**config.mk**
```make
export PLATFORM = sky130hd
export DESIGN_NAME = stack_alu_sequencer
export DESIGN_NICKNAME = d
export VERILOG_FILES = /design/src/rtl/stack_alu_pkg.sv /design/src/rtl/stack_seq_perf.sv /design/src/rtl/stack_alu_sequencer.sv
export SDC_FILE = /design/constraint.sdc
export NUM_CORES = 1
export LEC_CHECK = 0
export ABC_AREA = 1
export BUFFER_PORTS_ARGS = -buffer_cell sky130_fd_sc_hd__buf_2
export CORE_MARGIN = 2
export CORE_UTILIZATION = 30
export DETAILED_ROUTE_END_ITERATION = 6
export GPL_ROUTABILITY_DRIVEN = 0
export PLACE_DENSITY = 0.65
export SKIP_CTS_REPAIR_TIMING = 1
export SLEW_MARGIN = 20
export SYNTH_ARGS = -nofsm -noshare
export SYNTH_HDL_FRONTEND = slang
export SYNTH_SLANG_ARGS = --single-unit
```
**constraint.sdc**
```tcl
create_clock -name clk -period 1.9 [get_ports clk]
set_input_delay 0.095 -clock clk [delete_from_list [all_inputs] [get_ports clk]]
set_output_delay 0.095 -clock clk [all_outputs]
set_load 0.005 [all_outputs]
```
**src/rtl/stack_alu_pkg.sv**
```systemverilog
// Shared definitions for the stack ALU sequencer.
//   - ALU opcode encodings (OP_*), as decoded by the stack ALU
//   - host token kind encodings (TK_*)
//   - sequencer state enum
package stack_alu_pkg;

    localparam logic [2:0] OP_NOP  = 3'b000;
    localparam logic [2:0] OP_ADD  = 3'b100;
    localparam logic [2:0] OP_MUL  = 3'b101;
    localparam logic [2:0] OP_PUSH = 3'b110;
    localparam logic [2:0] OP_POP  = 3'b111;

    localparam logic [1:0] TK_OPND = 2'b00;
    localparam logic [1:0] TK_ADD  = 2'b01;
    localparam logic [1:0] TK_MUL  = 2'b10;
    localparam logic [1:0] TK_END  = 2'b11;

    typedef enum logic [2:0] {
        ACCEPT,
        ISSUE,
        WAIT,
        RESULT,
        DRAIN
    } state_t;

endpackage

```
**src/rtl/stack_seq_perf.sv**
```systemverilog
// Saturating performance counters for the stack ALU sequencer.
// Ports:
//   clk, rst        clock, synchronous active-high reset
//   expr_inc        one result handshake this cycle
//   ops_inc         one ISSUE cycle this cycle
//   perf_expr       saturating count of result handshakes
//   perf_ops        saturating count of ISSUE cycles
module stack_seq_perf (
    input  logic        clk,
    input  logic        rst,
    input  logic        expr_inc,
    input  logic        ops_inc,
    output logic [15:0] perf_expr,
    output logic [15:0] perf_ops
);

    always_ff @(posedge clk) begin
        if (rst) begin
            perf_expr <= '0;
            perf_ops  <= '0;
        end else begin
            // Counters stick at all-ones rather than wrapping.
            if (expr_inc && perf_expr != '1) perf_expr <= perf_expr + 16'd1;
            if (ops_inc  && perf_ops  != '1) perf_ops  <= perf_ops  + 16'd1;
        end
    end

endmodule

```
**src/rtl/stack_alu_sequencer.sv**
```systemverilog
// Token-driven RPN evaluator that drives a stack ALU.
// Accepts operand/add/mul/end tokens, issues one ALU opcode per token,
// tracks stack depth to block underflow/overflow, and returns the final
// popped value with sticky overflow and error status.
// Ports:
//   clk, rst                    clock, synchronous active-high reset
//   tok_valid/ready/kind/data   token input handshake
//   alu_in, alu_opcode          registered drive to the ALU
//   alu_out, alu_overflow       ALU results, valid the cycle after an op
//   res_valid/ready/data        result handshake and value
//   res_overflow, res_err       sticky overflow, expression aborted
//   depth                       tracked ALU stack depth
// Optional: define STACK_SEQ_PERF_EN to add perf_expr / perf_ops counters.
module stack_alu_sequencer
    import stack_alu_pkg::*;
#(
    parameter int N     = 32,
    parameter int DEPTH = 8,
    parameter int DW    = $clog2(DEPTH + 1)
) (
    input  logic          clk,
    input  logic          rst,
    input  logic          tok_valid,
    output logic          tok_ready,
    input  logic [1:0]    tok_kind,
    input  logic [N-1:0]  tok_data,
    output logic [N-1:0]  alu_in,
    output logic [2:0]    alu_opcode,
    input  logic [N-1:0]  alu_out,
    input  logic          alu_overflow,
    output logic          res_valid,
    input  logic          res_ready,
    output logic [N-1:0]  res_data,
    output logic          res_overflow,
    output logic          res_err,
    output logic [DW-1:0] depth
`ifdef STACK_SEQ_PERF_EN
    ,
    output logic [15:0]   perf_expr,
    output logic [15:0]   perf_ops
`endif
);

    state_t        state, state_d;
    logic [DW-1:0] depth_d;
    logic [2:0]    op_q, op_d;
    logic [2:0]    opcode_d;
    logic [N-1:0]  alu_in_d, res_data_d;
    logic          res_overflow_d, res_err_d;
    logic          depth_dec;

    assign tok_ready = (state == ACCEPT) && !rst;
    assign res_valid = (state == RESULT);

    always_comb begin
        // NOTE: every signal gets a default first so no path leaves it
        // unassigned; otherwise synthesis infers a latch.
        state_d        = state;
        depth_d        = depth;
        op_d           = op_q;
        alu_in_d       = alu_in;
        res_data_d     = res_data;
        res_overflow_d = res_overflow;
        res_err_d      = res_err;
        depth_dec      = 1'b0;
        opcode_d       = OP_NOP;

        case (state)
            ACCEPT: begin
                if (tok_valid) begin
                    case (tok_kind)
                        TK_OPND: begin
                            if (depth < DW'(DEPTH)) begin
                                op_d     = OP_PUSH;
                                alu_in_d = tok_data;
                                state_d  = ISSUE;
                            end else begin
                                res_err_d = 1'b1;
                                state_d   = DRAIN;
                            end
                        end
                        TK_ADD, TK_MUL: begin
                            if (depth >= DW'(2)) begin
                                op_d    = (tok_kind == TK_ADD) ? OP_ADD : OP_MUL;
                                state_d = ISSUE;
                            end else begin
                                res_err_d = 1'b1;
                                state_d   = DRAIN;
                            end
                        end
                        default: begin // TK_END
                            if (depth == DW'(1)) begin
                                op_d    = OP_POP;
                                state_d = ISSUE;
                            end else begin
                                res_err_d = 1'b1;
                                state_d   = DRAIN;
                            end
                        end
                    endcase
                end
            end
            ISSUE: begin
                if (op_q == OP_PUSH) begin
                    depth_d = depth + DW'(1);
                    state_d = ACCEPT;
                end else begin
                    depth_dec = 1'b1;
                    depth_d   = depth - DW'(1);
                    state_d   = WAIT;
                end
            end
            WAIT: begin
                if (op_q == OP_POP) begin
                    res_data_d = alu_out;
                    state_d    = RESULT;
                end else begin
                    res_overflow_d = res_overflow | alu_overflow;
                    state_d        = ACCEPT;
                end
            end
            DRAIN: begin
                // A pop is on the ALU this cycle whenever depth is nonzero;
                // leave once the last entry has been removed.
                if (depth != '0) begin
                    depth_dec = 1'b1;
                    depth_d   = depth - DW'(1);
                end
                if (depth <= DW'(1)) begin
                    res_data_d = '0;
                    state_d    = RESULT;
                end
            end
            RESULT: begin
                if (res_ready) begin
                    res_overflow_d = 1'b0;
                    res_err_d      = 1'b0;
                    state_d        = ACCEPT;
                end
            end
            default: state_d = ACCEPT;
        endcase

        // alu_opcode is registered, so it is chosen from the state being
        // entered: the op lands on the ALU during ISSUE/DRAIN itself.
        if (state_d == ISSUE) begin
            opcode_d = op_d;
        end else if (state_d == DRAIN && depth_d != '0) begin
            opcode_d = OP_POP;
        end
    end

    always_ff @(posedge clk) begin
        // NOTE: state updates use non-blocking assignments so every register
        // samples the pre-edge values regardless of statement order.
        if (rst) begin
            state        <= ACCEPT;
            depth        <= '0;
            op_q         <= OP_NOP;
            alu_opcode   <= OP_NOP;
            alu_in       <= '0;
            res_data     <= '0;
            res_overflow <= 1'b0;
            res_err      <= 1'b0;
        end else begin
            state        <= state_d;
            depth        <= depth_d;
            op_q         <= op_d;
            alu_opcode   <= opcode_d;
            alu_in       <= alu_in_d;
            res_data     <= res_data_d;
            res_overflow <= res_overflow_d;
            res_err      <= res_err_d;
        end
    end

    a_depth_max: assert property (@(posedge clk) disable iff (rst)
        depth <= DW'(DEPTH));
    a_depth_min: assert property (@(posedge clk) disable iff (rst)
        !(depth_dec && depth == '0));

`ifdef STACK_SEQ_PERF_EN
    stack_seq_perf u_perf (
        .clk       (clk),
        .rst       (rst),
        .expr_inc  (res_valid && res_ready),
        .ops_inc   (state == ISSUE),
        .perf_expr (perf_expr),
        .perf_ops  (perf_ops)
    );
`endif

endmodule
```
==> reports/metrics.yaml <==
power_and_ir_drop:
  design_power_total_w: 0.00465
  internal_power_w: 0.00301
  p_seq_frac: 0.425
  leakage_nw: 2.44
  sw_frac_of_total: 0.352
  combPwrFrac: 0.317
  p_per_area_mw_per_mm2: 948
  switching_power_w: 0.00164
  ir_drop_mv: 0.568
  p_clk_frac: 0.259
timing:
  timing.fmax_ghz: 0.589
  rsz0062_at_grt: "false"
  worstMarginPinSlew_ns: 0.507
  fin_worst_skew_ns: 0.00920
  max_slew_margin: 0.661
  slew_violations: 0
  holdWs_ns: -0.0261
  finalCritPeriodShare: 0.893
  setup_violations: 0
  period_needed_ns: 1.70
  finalSetupTns_ns: 0
  timing_hold_violations_final: 5
setup_path:
  critPathLaunchType: "register"
  crit_path_end_kind: "register"
  slowest_delay_ns: 0.44
  crit_chain: "inv_1 -> ha_1 -> nor2_1 -> nor2_1 -> nand2_1 -> nand2_1 -> inv_2 -> buf_12 -> nand2_1 -> a21oi_1"
  crit_type: "reg2reg"
  slowest_stage: "dfxtp_1"
  timing.rr.start: "depth[0]$_SDFF_PP0_"
  cp_common_cell: "nand2_1"
  reg2reg_depth: 10
  required_ns: 2.17
  critPathLaunch: "depth[0]$_SDFF_PP0_"
  rr_endpoint: "res_data[21]$_SDFFE_PP0P_"
  reg2reg_slack_ns: 0.20
  crit_arrival_ns: 1.97
  worst-path-max-fanout: 32
placement:
  dp_cells: 733
  dp_hpwl_um: 6490
  io_buffers: 145
layout:
  multiInputGateArea_mm2: 0.00156
  final_nets: 735
  drive_gt1_frac: 0.284
  register_area_mm2: 0.00158
  num_antenna_cells: 0
  stdcell_count: 802
  area_growth_pct: 45.8
  n_fill_cell: 1034
  fin_util: 0.451
clocking:
  cts-root-buf: "clkbuf_8"
  tritoncts: "done"
  clk_latency_ns: 0.36
  htree_levels: 3
  clockBufferDepth: 2
  cts_sinks: 79
  clkSlewWorstSetupHoldPaths_ns: 0.08
  cts_made_buffers: 9
floorplanning:
  die_w_um: 110
  die_h_um: 110
  rows: 38
  start_util: 0.309
  dieArea_mm2: 0.0121
  ioPinCount: 146
  coreArea_mm2: 0.0109
yosys:
  synthCells: 464
  synth_top_area_frac: 0.470
  yosysSeqAreaShare: 0.470
  syn-num-nets: 542
  synth_edf_count: 0
  syn_area_mm2: 0.00337
  synth_top_cells_by_count: "nand2_1, nor2_1, dfxtp_1, a21oi_1, o21ai_0"
  async_reset_ff_frac: 0
  synth_cell_types: 29
  yosysWarnings: 0
  synth.most_common_cell: "nand2_1"
  synth_area_leaders: "dfxtp_1, nand2_1, nor2_1, a21oi_1, o21ai_0"
  yosys.area.top_type: "dfxtp_1"
  ys.flop_type: "dfxtp_1"
  synth-seq-cells: 79
  synth_area_per_cell_um2: 7.25
drt:
  drt_iter0_markers: 238
  drc: 0
  via_per_inst: 4.59
  routed_wl_um: 9920
  wl_per_cell_um: 12.4
  drtPass1Iterations: 6
  antenna_left: 0
  vias: 3683
min_path:
  hold_path_class: "in2reg"
  worstHoldEndpoint: "alu_in[31]$_SDFFE_PP0P_"
  min_path_cells: 3
  min_from: "tok_data[31]"
run_status:
  violations: "hold timing"
  outcome: "finished, violations left"
grt:
  antenna_found_initial: 0
  grt_use_met2: 0.251
  grt_pass1_wl_um: 14100
  grt_usage: 0.149
  first_global_vias: 3172
  grt_busiest_layer: "met2"
  grt_max_degree: 38
  met3_usage: 0.0575
  use_met1: 0.168
  overflow: 0
run:
  max_cap_viol_count: 0
power by group through the flow:
stage,Sequential [W],Combinational [W],Clock (W)
2_1_floorplan,0.00198,0.000951,0
6_report,0.00198,0.00147,0.00120
3_5_place_dp,0.00201,0.00137,0
4_1_cts,0.00197,0.00137,0.00127
3_3_place_gp,0.00200,0.00135,0
5_1_grt,0.00200,0.00166,0.00133
critical path, delay by kind of cell (launching register included):
kind                     cells  cell delay, ns
adder cells (fa/ha/maj)      1            0.25
flip-flops                   1            0.44
AND/OR/NAND/NOR              5            0.38
AO/OA/AOI/OAI                1            0.14
buffers and inverters        3            0.39
layout make-up:
type / instances / share of cell area
flip-flops and latches: 79 / 0.323
multi-input cells: 338 / 0.317
repair buffers: 203 / 0.266
well taps: 140 / 0.0357
clock buffers: 10 / 0.0260
inverters: 26 / 0.0199
clock inverters: 6 / 0.0125
flip-flops by register name, summed over array words and instances (netlist names):
register / count
res_data: 32
alu_opcode: 3
res_err: 1
alu_in: 32
state: 3
depth: 4
op_q: 3
res_overflow: 1
per-stage QoR:
| stage | area [µm²] | setup WS, ns | hold slack [ns] |
|---|---|---|---|
| final | 4910 | 0.203 | -0.0261 |
| after global routing | 4910 | 0.00180 | -0.00443 |
| after CTS | 4370 | 0.139 | -0.0661 |
| after detailed placement | 4190 | 0.179 | 0.323 |
| after global placement | 4190 | 0.191 | 0.317 |
| after floorplan | 3370 | 0.389 | 0.230 |
cells by family after synthesis:
group | after synthesis | synth area share
flip-flops | 79 | 0.470
adder cells (fa/ha/maj) | 7 | 0.0260
AO/OA/AOI/OAI | 83 | 0.131
buffers and inverters | 47 | 0.0680
AND/OR/NAND/NOR | 248 | 0.305
worst max path at each step:
stage | endpoint | slack [ns] | cells past startpoint
3_3_place_gp | res_data[24]$_SDFFE_PP0P_ | 0.19 | 10
6_report | res_data[21]$_SDFFE_PP0P_ | 0.20 | 10
2_1_floorplan | alu_opcode[2]$_SDFF_PP0_ | 0.39 | 11
3_5_place_dp | res_data[19]$_SDFFE_PP0P_ | 0.18 | 10
4_1_cts | res_data[21]$_SDFFE_PP0P_ | 0.14 | 10
5_1_grt | res_data[10]$_SDFFE_PP0P_ | 0.002 | 10
layer usage:
metal	up-vias	routed length, µm
li1	1857	-
met1	1644	4210
met2	167	4690
met3	15	876
met4	0	138
met5	-	0
cell usage in the layout, fill, tap and decap left out, types with 2 or more instances in the layout:
cell / instances
ha_1: 7
o21ai_1: 4
inv_1: 22
buf_4: 4
dfxtp_1: 78
nand4_1: 3
clkinv_2: 3
nor2_2: 5
nor2_1: 88
inv_2: 4
nor2_4: 2
nand2_1: 124
nand2_2: 5
nand3_1: 18
a21oi_1: 40
clkbuf_8: 9
dlygate4sd3_1: 53
buf_2: 145
o21ai_0: 33
Note: power is estimated with default switching activity, not from simulation.
